$ cat config.mk
export PLATFORM = sky130hd
export DESIGN_NAME = idu_regfile16
export DESIGN_NICKNAME = d
export VERILOG_FILES = /design/src/rtl/idu_regfile16.sv
export SDC_FILE = /design/constraint.sdc
export NUM_CORES = 1
export LEC_CHECK = 0
export CAP_MARGIN = 10
export CORE_MARGIN = 3
export CORE_UTILIZATION = 46
export CTS_CLUSTER_SIZE = 12
export DETAILED_ROUTE_END_ITERATION = 12
export GPL_TIMING_DRIVEN = 1
export PLACE_DENSITY_LB_ADDON = 0.3
export SYNTH_ARGS = -nofsm -noshare
export SYNTH_HDL_FRONTEND = slang
export SYNTH_SLANG_ARGS = --single-unit
export TNS_END_PERCENT = 5
$ cat constraint.sdc
create_clock -name i_Clk -period 4.5 [get_ports i_Clk]
set_input_delay 1.35 -clock i_Clk [delete_from_list [all_inputs] [get_ports i_Clk]]
set_output_delay 1.35 -clock i_Clk [all_outputs]
set_load 0.02 [all_outputs]
$ cat src/rtl/idu_regfile16.sv
// rtl/idu_regfile16.sv - 16-bit register pairs, operand latch and incrementer/decrementer
// Optional protocol checker is built only when IDU_PROTOCOL_CHECK_EN is defined.
module idu_regfile16 #(
   parameter logic [15:0] PC_RESET = 16'h0000,
   parameter logic [15:0] SP_RESET = 16'hFFFE
) (
   input  logic        i_Clk,
   input  logic        i_Reset_n,
   input  logic [5:0]  i_Read16,
   input  logic [5:0]  i_Write16,
   input  logic [1:0]  i_Increment16,
   input  logic [5:0]  i_Load8_Sel,
   input  logic        i_Load8_Hi,
   input  logic [7:0]  i_Data8,
   output logic [15:0] o_Addr,
   output logic [15:0] o_IDU_Result,
   output logic [15:0] o_PC,
   output logic [15:0] o_BC,
   output logic [15:0] o_DE,
   output logic [15:0] o_HL,
   output logic [15:0] o_SP,
   output logic [15:0] o_WZ,
   output logic        o_Protocol_Err
);

   // Pair index map shared by every select bus: PC, BC, DE, HL, SP, WZ
   localparam int PC_IDX = 0;
   localparam int BC_IDX = 1;
   localparam int DE_IDX = 2;
   localparam int HL_IDX = 3;
   localparam int SP_IDX = 4;
   localparam int WZ_IDX = 5;

   logic [15:0] pair_q [6];
   logic [15:0] latch_q;
   logic [15:0] read_val;
   logic [15:0] idu_val;

   // Read mux: scan from the top down so the lowest-index selected pair wins
   always_comb begin
      read_val = 16'h0000;
      for (int i = 5; i >= 0; i--) begin
         if (i_Read16[i]) begin
            read_val = pair_q[i];
         end
      end
   end

   // Incrementer/decrementer acting on the pre-edge latch, modulo 2^16
   always_comb begin
      case (i_Increment16)
         2'b01:   idu_val = latch_q + 16'h0001;
         2'b11:   idu_val = latch_q - 16'h0001;
         default: idu_val = latch_q;
      endcase
   end

   // Operand latch: captures the selected pair's pre-edge value, holds when idle
   always_ff @(posedge i_Clk or negedge i_Reset_n) begin
      if (!i_Reset_n) begin
         latch_q <= 16'h0000;
      end else if (|i_Read16) begin
         latch_q <= read_val;
      end
   end

   // Pair storage: IDU write-back takes the whole pair over any byte load to it
   always_ff @(posedge i_Clk or negedge i_Reset_n) begin
      if (!i_Reset_n) begin
         pair_q[PC_IDX] <= PC_RESET;
         pair_q[BC_IDX] <= 16'h0000;
         pair_q[DE_IDX] <= 16'h0000;
         pair_q[HL_IDX] <= 16'h0000;
         pair_q[SP_IDX] <= SP_RESET;
         pair_q[WZ_IDX] <= 16'h0000;
      end else begin
         for (int i = 0; i < 6; i++) begin
            if (i_Write16[i]) begin
               pair_q[i] <= idu_val;
            end else if (i_Load8_Sel[i]) begin
               if (i_Load8_Hi) begin
                  pair_q[i][15:8] <= i_Data8;
               end else begin
                  pair_q[i][7:0] <= i_Data8;
               end
            end
         end
      end
   end

`ifdef IDU_PROTOCOL_CHECK_EN
   logic read_seen_q;
   logic err_q;
   logic multi_read;
   logic orphan_write;
   logic bad_dir;

   // A write is legitimate only if a read has happened since the last write,
   // counting a read on the same edge as the write
   assign multi_read   = (i_Read16 & (i_Read16 - 6'd1)) != 6'd0;
   assign orphan_write = (|i_Write16) && !(|i_Read16) && !read_seen_q;
   assign bad_dir      = (i_Increment16 == 2'b10);

   // Sticky error flag plus the read-since-write tracker
   always_ff @(posedge i_Clk or negedge i_Reset_n) begin
      if (!i_Reset_n) begin
         read_seen_q <= 1'b0;
         err_q       <= 1'b0;
      end else begin
         if (multi_read || orphan_write || bad_dir) begin
            err_q <= 1'b1;
         end
         if (|i_Read16) begin
            read_seen_q <= 1'b1;
         end else if (|i_Write16) begin
            read_seen_q <= 1'b0;
         end
      end
   end

   assign o_Protocol_Err = err_q;
`else
   assign o_Protocol_Err = 1'b0;
`endif

   assign o_Addr       = latch_q;
   assign o_IDU_Result = idu_val;
   assign o_PC         = pair_q[PC_IDX];
   assign o_BC         = pair_q[BC_IDX];
   assign o_DE         = pair_q[DE_IDX];
   assign o_HL         = pair_q[HL_IDX];
   assign o_SP         = pair_q[SP_IDX];
   assign o_WZ         = pair_q[WZ_IDX];

endmodule

==> Flow_metrics.wiki <==
{| class="wikitable"
! Metric !! Value
|-
| Routed vias || 7012
|-
| Global placer's final weighted congestion || 0.9140
|-
| Count of buffers inserted at the top-level ports || 158
|-
| Synth Area in Simple Gates || 0.1679
|-
| Diodes inserted || 0
|-
| Num CTS Buffers || 9
|-
| Reg area || 0.002821 mm²
|-
| Pin count of the biggest net entering global routing || 62
|-
| Post-synthesis share of cell area spent on xor and xnor gates || 0.02088
|-
| Number of synthesized flops with an enable pin || 0
|-
| Top cells by area, synth || sky130_fd_sc_hd__dfrtp_1 34%, sky130_fd_sc_hd__mux2i_1 8.4%, sky130_fd_sc_hd__a211oi_1 6.1%
|-
| Wirelength per Cell || 21.45 µm
|-
| CTS H-tree lvls || 3
|-
| Initial antenna violation count || 0
|-
| Clock tree from TritonCTS || done
|-
| Fraction of final layout cells sized beyond drive strength 1 || 0.1691
|-
| Slew Limit Headroom || 0.3576
|-
| Global-route wire length before repair || 37740 µm
|-
| Setup repair after global routing missed its margin || true
|-
| Period Utilization, post-route || 1.021
|-
| Path class of the lowest-slack min-delay path || reg -> reg
|-
| VDD IR max || 0.2344 mV
|-
| Non-filler cells in the finished layout || 1124
|-
| Clock root buffer master || sky130_fd_sc_hd__clkbuf_16
|-
| Total global-route track usage || 0.2829
|-
| Maximum number of buffers from clock root to sink || 2
|-
| Total leakage power || 0.003840 µW
|-
| Top cell type's share of synthesized area || 0.3433
|-
| Number of cell rows || 44
|-
| Post-synthesis sequential element count || 112
|-
| Critical-path maximum fanout || 7
|-
| Total negative slack for setup checks || -0.2929 ns
|-
| Setup Viol. Count Final || 4
|-
| Adder-cell share of the synthesized area || 0.001770
|-
| P per Cell Area || 413.1 mW/mm²
|-
| Syn-to-layout area delta || 31.29%
|-
| Leading cell types by count after synthesis || 97 x sky130_fd_sc_hd__dfrtp_1, 89 x sky130_fd_sc_hd__nand2_1, 82 x sky130_fd_sc_hd__a21oi_1, 78 x sky130_fd_sc_hd__o21ai_0, 59 x sky130_fd_sc_hd__mux2i_1
|-
| Most frequently used flop master after synthesis || sky130_fd_sc_hd__dfrtp_1
|-
| Overall Power || 3835 µW
|-
| Type of destination of the critical path || output pin
|-
| Residual DRC count || 0
|-
| Synth Area in Compound Gates || 0.2405
|-
| Minimum clock period || 4.594 ns
|-
| Maximum achievable frequency || 217.7 MHz
|-
| Path type of the worst setup path || in -> out
|-
| First-iteration detailed-routing DRC count || 850
|-
| Post-Synthesis Mean Instance Area || 9.076 µm²
|-
| Final design instance area without fill || 0.009283 mm²
|-
| Mapped cell area || 0.007071 mm²
|-
| Count of distinct cell types in the synthesized netlist || 58
|-
| Post-Route WL || 24110 µm
|-
| Final nets || 967
|-
| Arrival time reported for the critical path endpoint || 3.24 ns
|-
| Total die area || 0.01689 mm²
|-
| Initial Util || 0.4774
|-
| Worst hold slack || 0.5752 ns
|-
| I/O pin count || 160
|-
| Antenna Nets Post-Route || 0
|-
| Area occupied by multi-input gates || 0.003790 mm²
|-
| Failing checks || setup timing
|-
| Worst-case setup margin in the final layout || -0.09418 ns
|-
| Startpoint kind of the worst setup timing path || input port
|-
| Post-Syn Instances || 779
|-
| Total placed cells including tap cells || 1101
|-
| CTS sink cnt || 112
|-
| Worst-Margin Slew || 0.9617 ns
|-
| Max cap viols || 0
|-
| Fillcell total || 1244
|-
| Worst EP required || 3.15 ns
|-
| Proportion of synthesized area in mux cells || 0.08353
|-
| Status || complete, but fails checks
|-
| Number of detailed-route iterations in the first pass || 5
|-
| Horiz. Die Dim || 130.0 µm
|-
| Number of nets in the synthesized netlist || 811
|-
| Total core area || 0.01481 mm²
|-
| Vias in the first global route || 6696
|-
| Average via count per standard cell || 6.238
|-
| Leading cell type by number of instances after synthesis || sky130_fd_sc_hd__dfrtp_1
|-
| Clk pin slew, worst setup/hold paths || 0.07 ns
|-
| Fraction of the yosys area taken by sequential cells || 0.3990
|-
| Final max-slew violation count || 0
|-
| Warnings, synthesis || 0
|-
| Aggregate global routing overflow || 0
|-
| Asr flop ratio synth || 1.000
|-
| Combinational family with the most area after synthesis || compound AO/OA/AOI/OAI gates
|-
| Count of hold-fix buffers inserted at cts || 0
|-
| Post-detail-place hpwl || 17120 µm
|-
| Insertion delay to the later sink of the worst-skew pair || 0.35 ns
|-
| Height of the die || 130.0 µm
|-
| Hold Violations, Final || 0
|-
| Worst setup skew after layout || 0.009870 ns
|-
| Cell Area, Placed || 0.008787 mm²
|-
| Most area-hungry cell type in the Yosys netlist || sky130_fd_sc_hd__dfrtp_1
|}
area by class of cell:
cell class / instances / share of cell area
clock buffer: 13 / 0.02911
clock inverter: 3 / 0.005122
inverter: 17 / 0.006874
multi-input combinational: 573 / 0.4083
sequential: 112 / 0.3039
tap: 184 / 0.02480
timing repair buffer: 222 / 0.2219
kinds of logic after synthesis:
kind of cell,after synthesis
compound gates,271
other cells,1
buf+inv,94
flops,112
mux,59
fa+ha+maj,1
simple gates,225
xor+xnor,16
repair_timing:
| action | in CTS | in global routing |
|---|---|---|
| setup endpoints to repair | 15 | 14 |
| cloned | 0 | 0 |
| resized for setup | 68 | 18 |
| buffers inserted | 7 | 0 |
| pin swaps | 8 | 9 |
layout by cell type, fill, tap and decap left out, types with 20 or more instances in the layout:
cell type,synthesis,layout
sky130_fd_sc_hd__a21oi_1,82,81
sky130_fd_sc_hd__mux2i_1,59,58
sky130_fd_sc_hd__buf_4,2,64
sky130_fd_sc_hd__nand2_1,89,89
sky130_fd_sc_hd__nor2b_1,20,20
sky130_fd_sc_hd__and3_1,48,48
sky130_fd_sc_hd__clkdlybuf4s50_1,0,142
sky130_fd_sc_hd__o21ai_0,78,76
sky130_fd_sc_hd__a211oi_1,57,57
sky130_fd_sc_hd__dfrtp_1,97,97
metal layers:
| layer | wire length [µm] | GRT usage | vias to the layer above |
|---|---|---|---|
| met5 | 0 | 0 | - |
| li1 | - | - | 3180 |
| met2 | 10530 | 0.4064 | 452 |
| met4 | 263 | 0.05257 | 0 |
| met3 | 2579 | 0.06140 | 23 |
| met1 | 10740 | 0.4418 | 3357 |
stage by stage:
stage | worst slack (ns) | utilization
6_report | -0.09418 | 0.6268
5_1_grt | -0.1470 | 0.6268
4_1_cts | -0.1936 | 0.6236
3_5_place_dp | -0.9947 | 0.5934
3_3_place_gp | -1.008 | 0.5934
2_1_floorplan | -0.1285 | -
worst max-delay path: stages:
cell	delay (ns)
sky130_fd_sc_hd__buf_6	0.10
sky130_fd_sc_hd__and2_4	0.16
sky130_fd_sc_hd__xnor2_2	0.12
sky130_fd_sc_hd__ha_2	0.18
sky130_fd_sc_hd__buf_4	0.17
sky130_fd_sc_hd__o311a_1	0.30
sky130_fd_sc_hd__o2bb2ai_2	0.15
sky130_fd_sc_hd__mux2i_1	0.29
sky130_fd_sc_hd__xnor2_2	0.22
sky130_fd_sc_hd__buf_4	0.21
state kept, by name, summed over array words and instances (netlist names):
register	count
o_Addr	16
o_DE	16
o_SP	16
o_BC	16
o_PC	16
o_HL	16
o_WZ	16
final timing paths:
kind                            slack, ns  depth (start not counted)              end        startpoint
worst max-delay path                -0.09                         10  o_IDU_Result[6]  i_Increment16[0]
worst min-delay path                 0.58                          2          o_SP[5]           o_SP[5]
worst max register to register       1.89                          8         o_WZ[13]         o_Addr[4]
worst min register to register       0.58                          2          o_SP[5]           o_SP[5]
max in group asynchronous            2.58                          2          o_SP[2]         i_Reset_n
min in group asynchronous            1.09                          1         o_HL[11]         i_Reset_n
report_power, final:
part           total [µW]  switching (µW)  internal (µW)  leakage, µW
registers            1460             247           1210      0.00128
logic                1530             833            699      0.00240
clock network         848             367            481     0.000156
total                3830            1450           2390      0.00384
No activity file was read; power rests on OpenSTA's default activity.
